File: src/rtl/fi_ctrl_pkg.sv
// rtl/fi_ctrl_pkg.sv - state encoding and fault-type codes shared by the fault injection controller
package fi_ctrl_pkg;

  typedef enum logic [2:0] {
    ST_IDLE,
    ST_ARMED,
    ST_WAIT,
    ST_INJECT,
    ST_DONE
  } fi_state_e;

  localparam logic [1:0] FT_SA0  = 2'b00;
  localparam logic [1:0] FT_SA1  = 2'b01;
  localparam logic [1:0] FT_FLIP = 2'b10;

endpackage

File: src/rtl/fi_cycle_cnt.sv
// rtl/fi_cycle_cnt.sv - loadable down-counter timing the start delay and injection window
module fi_cycle_cnt #(
  parameter int W = 32
) (
  input  logic         i_clk,
  input  logic         i_rst_n,
  input  logic         load,
  input  logic [W-1:0] value,
  input  logic         dec,
  output logic         zero
);

  logic [W-1:0] cnt_q, cnt_d;

  // load wins over dec; dec stops at zero so the count never wraps
  always_comb begin
    cnt_d = cnt_q;
    if (load) begin
      cnt_d = value;
    end else if (dec && (cnt_q != '0)) begin
      cnt_d = cnt_q - W'(1);
    end
  end

  always_ff @(posedge i_clk or negedge i_rst_n) begin
    if (!i_rst_n) begin
      cnt_q <= '0;
    end else begin
      cnt_q <= cnt_d;
    end
  end

  assign zero = (cnt_q == '0);

endmodule

File: src/rtl/fault_injection_ctrl.sv
// rtl/fault_injection_ctrl.sv - campaign sequencer driving one saboteur enable for a timed window
module fault_injection_ctrl
  import fi_ctrl_pkg::*;
#(
  parameter int N_SBTR = 16,
  parameter int CNT_W  = 32
) (
  input  logic                      i_clk,
  input  logic                      i_rst_n,
  input  logic                      i_cfg_valid,
  output logic                      o_cfg_ready,
  input  logic [$clog2(N_SBTR)-1:0] i_cfg_target,
  input  logic [1:0]                i_cfg_type,
  input  logic [CNT_W-1:0]          i_cfg_start,
  input  logic [CNT_W-1:0]          i_cfg_dur,
  input  logic                      i_trig,
  input  logic                      i_abort,
  output logic [N_SBTR-1:0]         o_sbtr_en,
  output logic [1:0]                o_sbtr_ctrl,
  output logic                      o_busy,
  output logic                      o_done,
  output logic                      o_err
);

  localparam int TGT_W = $clog2(N_SBTR);
  localparam logic [TGT_W:0] TGT_LIM = (TGT_W + 1)'(N_SBTR);

  fi_state_e          state_q, state_d;
  logic [TGT_W-1:0]   tgt_q, tgt_d;
  logic [1:0]         type_q, type_d;
  logic [CNT_W-1:0]   start_q, start_d;
  logic [CNT_W-1:0]   dur_q, dur_d;
  logic [N_SBTR-1:0]  en_q, en_d;
  logic [1:0]         ctrl_q, ctrl_d;
  logic               busy_q, busy_d;
  logic               done_q, done_d;
  logic               err_q, err_d;
  logic               ready_q, ready_d;

  logic               cnt_load, cnt_dec, cnt_zero;
  logic [CNT_W-1:0]   cnt_value;

  fi_cycle_cnt #(.W(CNT_W)) u_cnt (
    .i_clk   (i_clk),
    .i_rst_n (i_rst_n),
    .load    (cnt_load),
    .value   (cnt_value),
    .dec     (cnt_dec),
    .zero    (cnt_zero)
  );

  always_comb begin
    state_d   = state_q;
    tgt_d     = tgt_q;
    type_d    = type_q;
    start_d   = start_q;
    dur_d     = dur_q;
    err_d     = 1'b0;
    cnt_load  = 1'b0;
    cnt_dec   = 1'b0;
    cnt_value = '0;
    case (state_q)
      ST_IDLE: begin
        if (i_cfg_valid && ready_q) begin
          if ({1'b0, i_cfg_target} >= TGT_LIM) begin
            err_d = 1'b1;
          end else begin
            tgt_d   = i_cfg_target;
            type_d  = i_cfg_type;
            start_d = i_cfg_start;
            dur_d   = i_cfg_dur;
            state_d = ST_ARMED;
          end
        end
      end
      ST_ARMED: begin
        if (i_abort) begin
          state_d = ST_IDLE;
        end else if (i_trig) begin
          cnt_load  = 1'b1;
          cnt_value = start_q;
          state_d   = ST_WAIT;
        end
      end
      ST_WAIT: begin
        if (i_abort) begin
          state_d = ST_IDLE;
        end else if (cnt_zero) begin
          // the entry cycle is the first of the window, so count dur-1 more
          cnt_load  = 1'b1;
          cnt_value = (dur_q == '0) ? '0 : dur_q - CNT_W'(1);
          state_d   = ST_INJECT;
        end else begin
          cnt_dec = 1'b1;
        end
      end
      ST_INJECT: begin
        if (i_abort) begin
          state_d = ST_IDLE;
        end else if (dur_q != '0) begin
          if (cnt_zero) begin
            state_d = ST_DONE;
          end else begin
            cnt_dec = 1'b1;
          end
        end
      end
      ST_DONE: state_d = ST_IDLE;
      default: state_d = ST_IDLE;
    endcase

    // outputs follow the next state so every port comes straight from a flop
    en_d   = '0;
    ctrl_d = FT_SA0;
    if (state_d == ST_INJECT) begin
      en_d[tgt_d] = 1'b1;
      ctrl_d      = type_d;
    end
    busy_d  = (state_d != ST_IDLE);
    done_d  = (state_d == ST_DONE);
    ready_d = (state_d == ST_IDLE);
  end

  always_ff @(posedge i_clk or negedge i_rst_n) begin
    if (!i_rst_n) begin
      state_q <= ST_IDLE;
      tgt_q   <= '0;
      type_q  <= FT_SA0;
      start_q <= '0;
      dur_q   <= '0;
      en_q    <= '0;
      ctrl_q  <= FT_SA0;
      busy_q  <= 1'b0;
      done_q  <= 1'b0;
      err_q   <= 1'b0;
      ready_q <= 1'b0;
    end else begin
      state_q <= state_d;
      tgt_q   <= tgt_d;
      type_q  <= type_d;
      start_q <= start_d;
      dur_q   <= dur_d;
      en_q    <= en_d;
      ctrl_q  <= ctrl_d;
      busy_q  <= busy_d;
      done_q  <= done_d;
      err_q   <= err_d;
      ready_q <= ready_d;
    end
  end

  assign o_sbtr_en   = en_q;
  assign o_sbtr_ctrl = ctrl_q;
  assign o_busy      = busy_q;
  assign o_done      = done_q;
  assign o_err       = err_q;
  assign o_cfg_ready = ready_q;

endmodule

File: config.mk
export PLATFORM = sky130hd
export DESIGN_NAME = fault_injection_ctrl
export DESIGN_NICKNAME = d
export VERILOG_FILES = /design/src/rtl/fi_ctrl_pkg.sv /design/src/rtl/fi_cycle_cnt.sv /design/src/rtl/fault_injection_ctrl.sv
export SDC_FILE = /design/constraint.sdc
export NUM_CORES = 1
export LEC_CHECK = 0
export BUFFER_PORTS_ARGS = -buffer_cell sky130_fd_sc_hd__buf_2
export CORE_MARGIN = 8
export CORE_UTILIZATION = 50
export DETAILED_ROUTE_END_ITERATION = 8
export PLACE_DENSITY_LB_ADDON = 0.3
export SLEW_MARGIN = 20
export SYNTH_ARGS = -nofsm -noshare
export SYNTH_HDL_FRONTEND = slang
export SYNTH_HIERARCHICAL = 1
export SYNTH_SLANG_ARGS = --single-unit
export TNS_END_PERCENT = 1
File: constraint.sdc
create_clock -name i_clk -period 4.6 [get_ports i_clk]
set_input_delay 0 -clock i_clk [delete_from_list [all_inputs] [get_ports i_clk]]
set_output_delay 0 -clock i_clk [all_outputs]
set_load 0.005 [all_outputs]
==> qor.yml <==
worst_setup_path:
  cp-startpoint: "u_cnt/cnt_q[24]"
  worstSetupStartpointType: "flop"
  worst-endpoint-required_ps: 4900
  r2r-start: "u_cnt/cnt_q[24]"
  crit_path_end_kind: "flop"
  worstPathMaxFanout: 20
  cp.arrival_ps: 4170
  rr_worst_depth: 8
  regToRegSetupSlack_ps: 730
  r2r_end: "u_cnt/cnt_q[15]"
  critical_path_class: "reg -> reg"
  crit_path_end: "u_cnt/cnt_q[15]"
route:
  vias: 5649
  viasPerCell: 5.764
  route.met2.wl_um: 8613
  top_layer_used: "met4"
  drc: 0
  wl_met3_um: 1352
  drtIter0Drc: 492
  drt-met1-wl_um: 7166
  wirelength_um: 17530
  wire_per_inst_um: 17.89
  drtPass1Iterations: 5
  postRouteAntennaNets: 0
clock_tree:
  postCtsSetupRepairBufs: 0
  cts_tree: "done"
  h-tree-depth: 4
  cts.sinks: 126
  postCtsHoldBufs: 74
  clk_latency_ps: 420
  cts_buffers: 17
  clkTransAtPathRegs_ps: 60
  cts_root_buf: "clkbuf_16"
  post_cts_resized: 0
  cts_buffer_depth: 2
logic_synthesis:
  synth_nets: 715
  async_flop_share: 1.000
  synth_simple_gate_area_share: 0.1997
  syn_inst: 637
  synth_edf_count: 0
  ys_seq_elements: 126
  synth-compound-area-share: 0.09965
  synth_top_family_by_area: "simple AND/OR/NAND/NOR gates"
  seq_area_frac_synth: 0.4867
  synth-adder-area-share: 0.005794
  synth.distinct_cells: 60
  synth_mux_area_frac: 0.1174
  ys_warn_count: 6
  synth_area_um2: 6479
  synth_xor_area_frac: 0.04867
  synth_area_per_cell_um2: 10.17
  yosys_most_used_dff: "dfrtp_1"
die:
  boundaryPins: 97
  core_um2: 12620
  num_rows: 41
  die_width_um: 129.8
  die_y_um: 129.8
  initial_utilization: 0.5134
  die-area_um2: 16860
flow_run:
  max_cap_violations: 0
timing:
  tightest_slew_ps: 840.3
  rsz0062_at_grt: "false"
  setup_viol_count_final: 0
  layout_min_cycle_time_ps: 3873
  maxSlewHeadroom: 0.4355
  period_share: 0.8420
  clock_skew_ps: 10.87
  fmax_ghz: 0.2582
  final_hold_viol_count: 0
  fin_tns_setup_ps: 0
  slew_viol_final: 0
global_routing:
  grt-ovfl-total: 0
  grt_pass1_wl_um: 28710
  grt_pass1_vias: 5705
  grt_max_degree: 81
  antenna_found_initial: 0
  grt_usage: 0.2181
place:
  dp_cells: 873
  dpl.hpwl_um: 11370
  gp_congestion: 0.8694
  io_buffer_count: 95
power_and_ir_drop:
  p_per_area_nw_per_um2: 589.9
  p_leak_nw: 3.508
  vdd_drop_max_mv: 0.3292
finish:
  utilization: 0.6628
  area_growth_syn_to_layout_pct: 29.10
  nFillCells: 961
  fin_nets: 872
  layout_common_cells: "126 x dfrtp_1, 94 x buf_2, 74 x dlygate4sd3_1"
  final_common_cell: "dfrtp_1"
  instances_no_fill: 980
  drive_above_1_share: 0.2689
run_status:
  status: "finished, final reports clean"
worst_hold_path:
  hold_class: "in -> reg"
  holdPathStages: 4
==> layer usage <==
layer,up-vias,GRT usage
met3,40,0.05916
li1,2615,-
met4,0,0.09221
met5,-,0
met1,2756,0.2710
met2,238,0.3522
==> cells by family after synthesis <==
kind of cell             count (synthesis)
XOR/XNOR                                36
other                                    1
AO/OA/AOI/OAI                           98
flip-flops                             126
buffers and inverters                   59
adder cells (fa/ha/maj)                  3
AND/OR/NAND/NOR                        246
multiplexers                            68
==> state kept, by name, indices dropped and copies added (netlist names) <==
signal,flops
start_q,32
dur_q,32
u_cnt/cnt_q,32
type_q,2
o_cfg_ready,1
o_busy,1
tgt_q,4
o_sbtr_ctrl,2
o_done,1
state_q,3
o_sbtr_en,16
==> final cells by class <==
class / instances / area [um2] / area share
Clock inverter: 15 / 138.9 / 0.01660
Tap cell: 172 / 215.2 / 0.02573
Multi-Input combinational cell: 452 / 3063 / 0.3662
Clock buffer: 17 / 425.4 / 0.05086
Antenna cell: 1 / 2.502 / 0.0002992
Sequential cell: 126 / 3153 / 0.3770
Inverter: 21 / 78.83 / 0.009424
Timing Repair Buffer: 176 / 1287 / 0.1539
==> stage by stage <==
| stage | hold WS [ps] | setup slack [ps] | instance area [um2] | total power, mW |
|---|---|---|---|---|
| after global routing | 156.3 | 459.6 | 8362 | 5.217 |
| after CTS | 138.0 | 770.2 | 8358 | 4.899 |
| after detailed placement | 216.0 | 849.7 | 7053 | 3.549 |
| after floorplan | -295.6 | 1309 | 6479 | 3.100 |
| final | 150.4 | 726.6 | 8364 | 4.934 |
| after global placement | 207.4 | 1066 | 7053 | 3.465 |
==> critical path: stages (launching register included) <==
cell      delay (ps)
dfrtp_1          410
or4_1            660
or3_1            540
nor4_1           730
nand4_1          620
buf_4            410
o21ai_0          190
nand2_1           80
o311ai_0         120
==> Yosys cell counts (15+ instances only) <==
cell type	n	share of area
o21ai_0	47	0.036
nand2_1	70	0.041
nor3_1	33	0.025
or4_1	16	0.019
a31oi_1	17	0.016
nand3_1	17	0.013
nor2_1	40	0.023
inv_1	20	0.012
mux2_2	64	0.11
clkbuf_1	26	0.015
dfrtp_1	126	0.49
xnor2_1	21	0.028
xor2_1	15	0.020
==> how the worst min path moves through the flow <==
| stage | start | endpoint | slack, ps |
|---|---|---|---|
| global placement | i_rst_n | dur_q[29] | 210 |
| global route | i_cfg_valid | start_q[13] | 160 |
| floorplan | i_rst_n | dur_q[0] | -300 |
| detailed placement | i_rst_n | dur_q[27] | 220 |
| CTS | i_cfg_valid | start_q[13] | 140 |
| finish | i_cfg_valid | start_q[13] | 150 |
==> where the power goes <==
part / switching, mW / internal (mW) / leakage (nW)
registers: 0.447 / 1.57 / 1.56
clock network: 0.568 / 0.718 / 0.275
logic: 0.837 / 0.795 / 1.68
total: 1.85 / 3.08 / 3.51
Note: power is estimated with default switching activity, not from simulation.
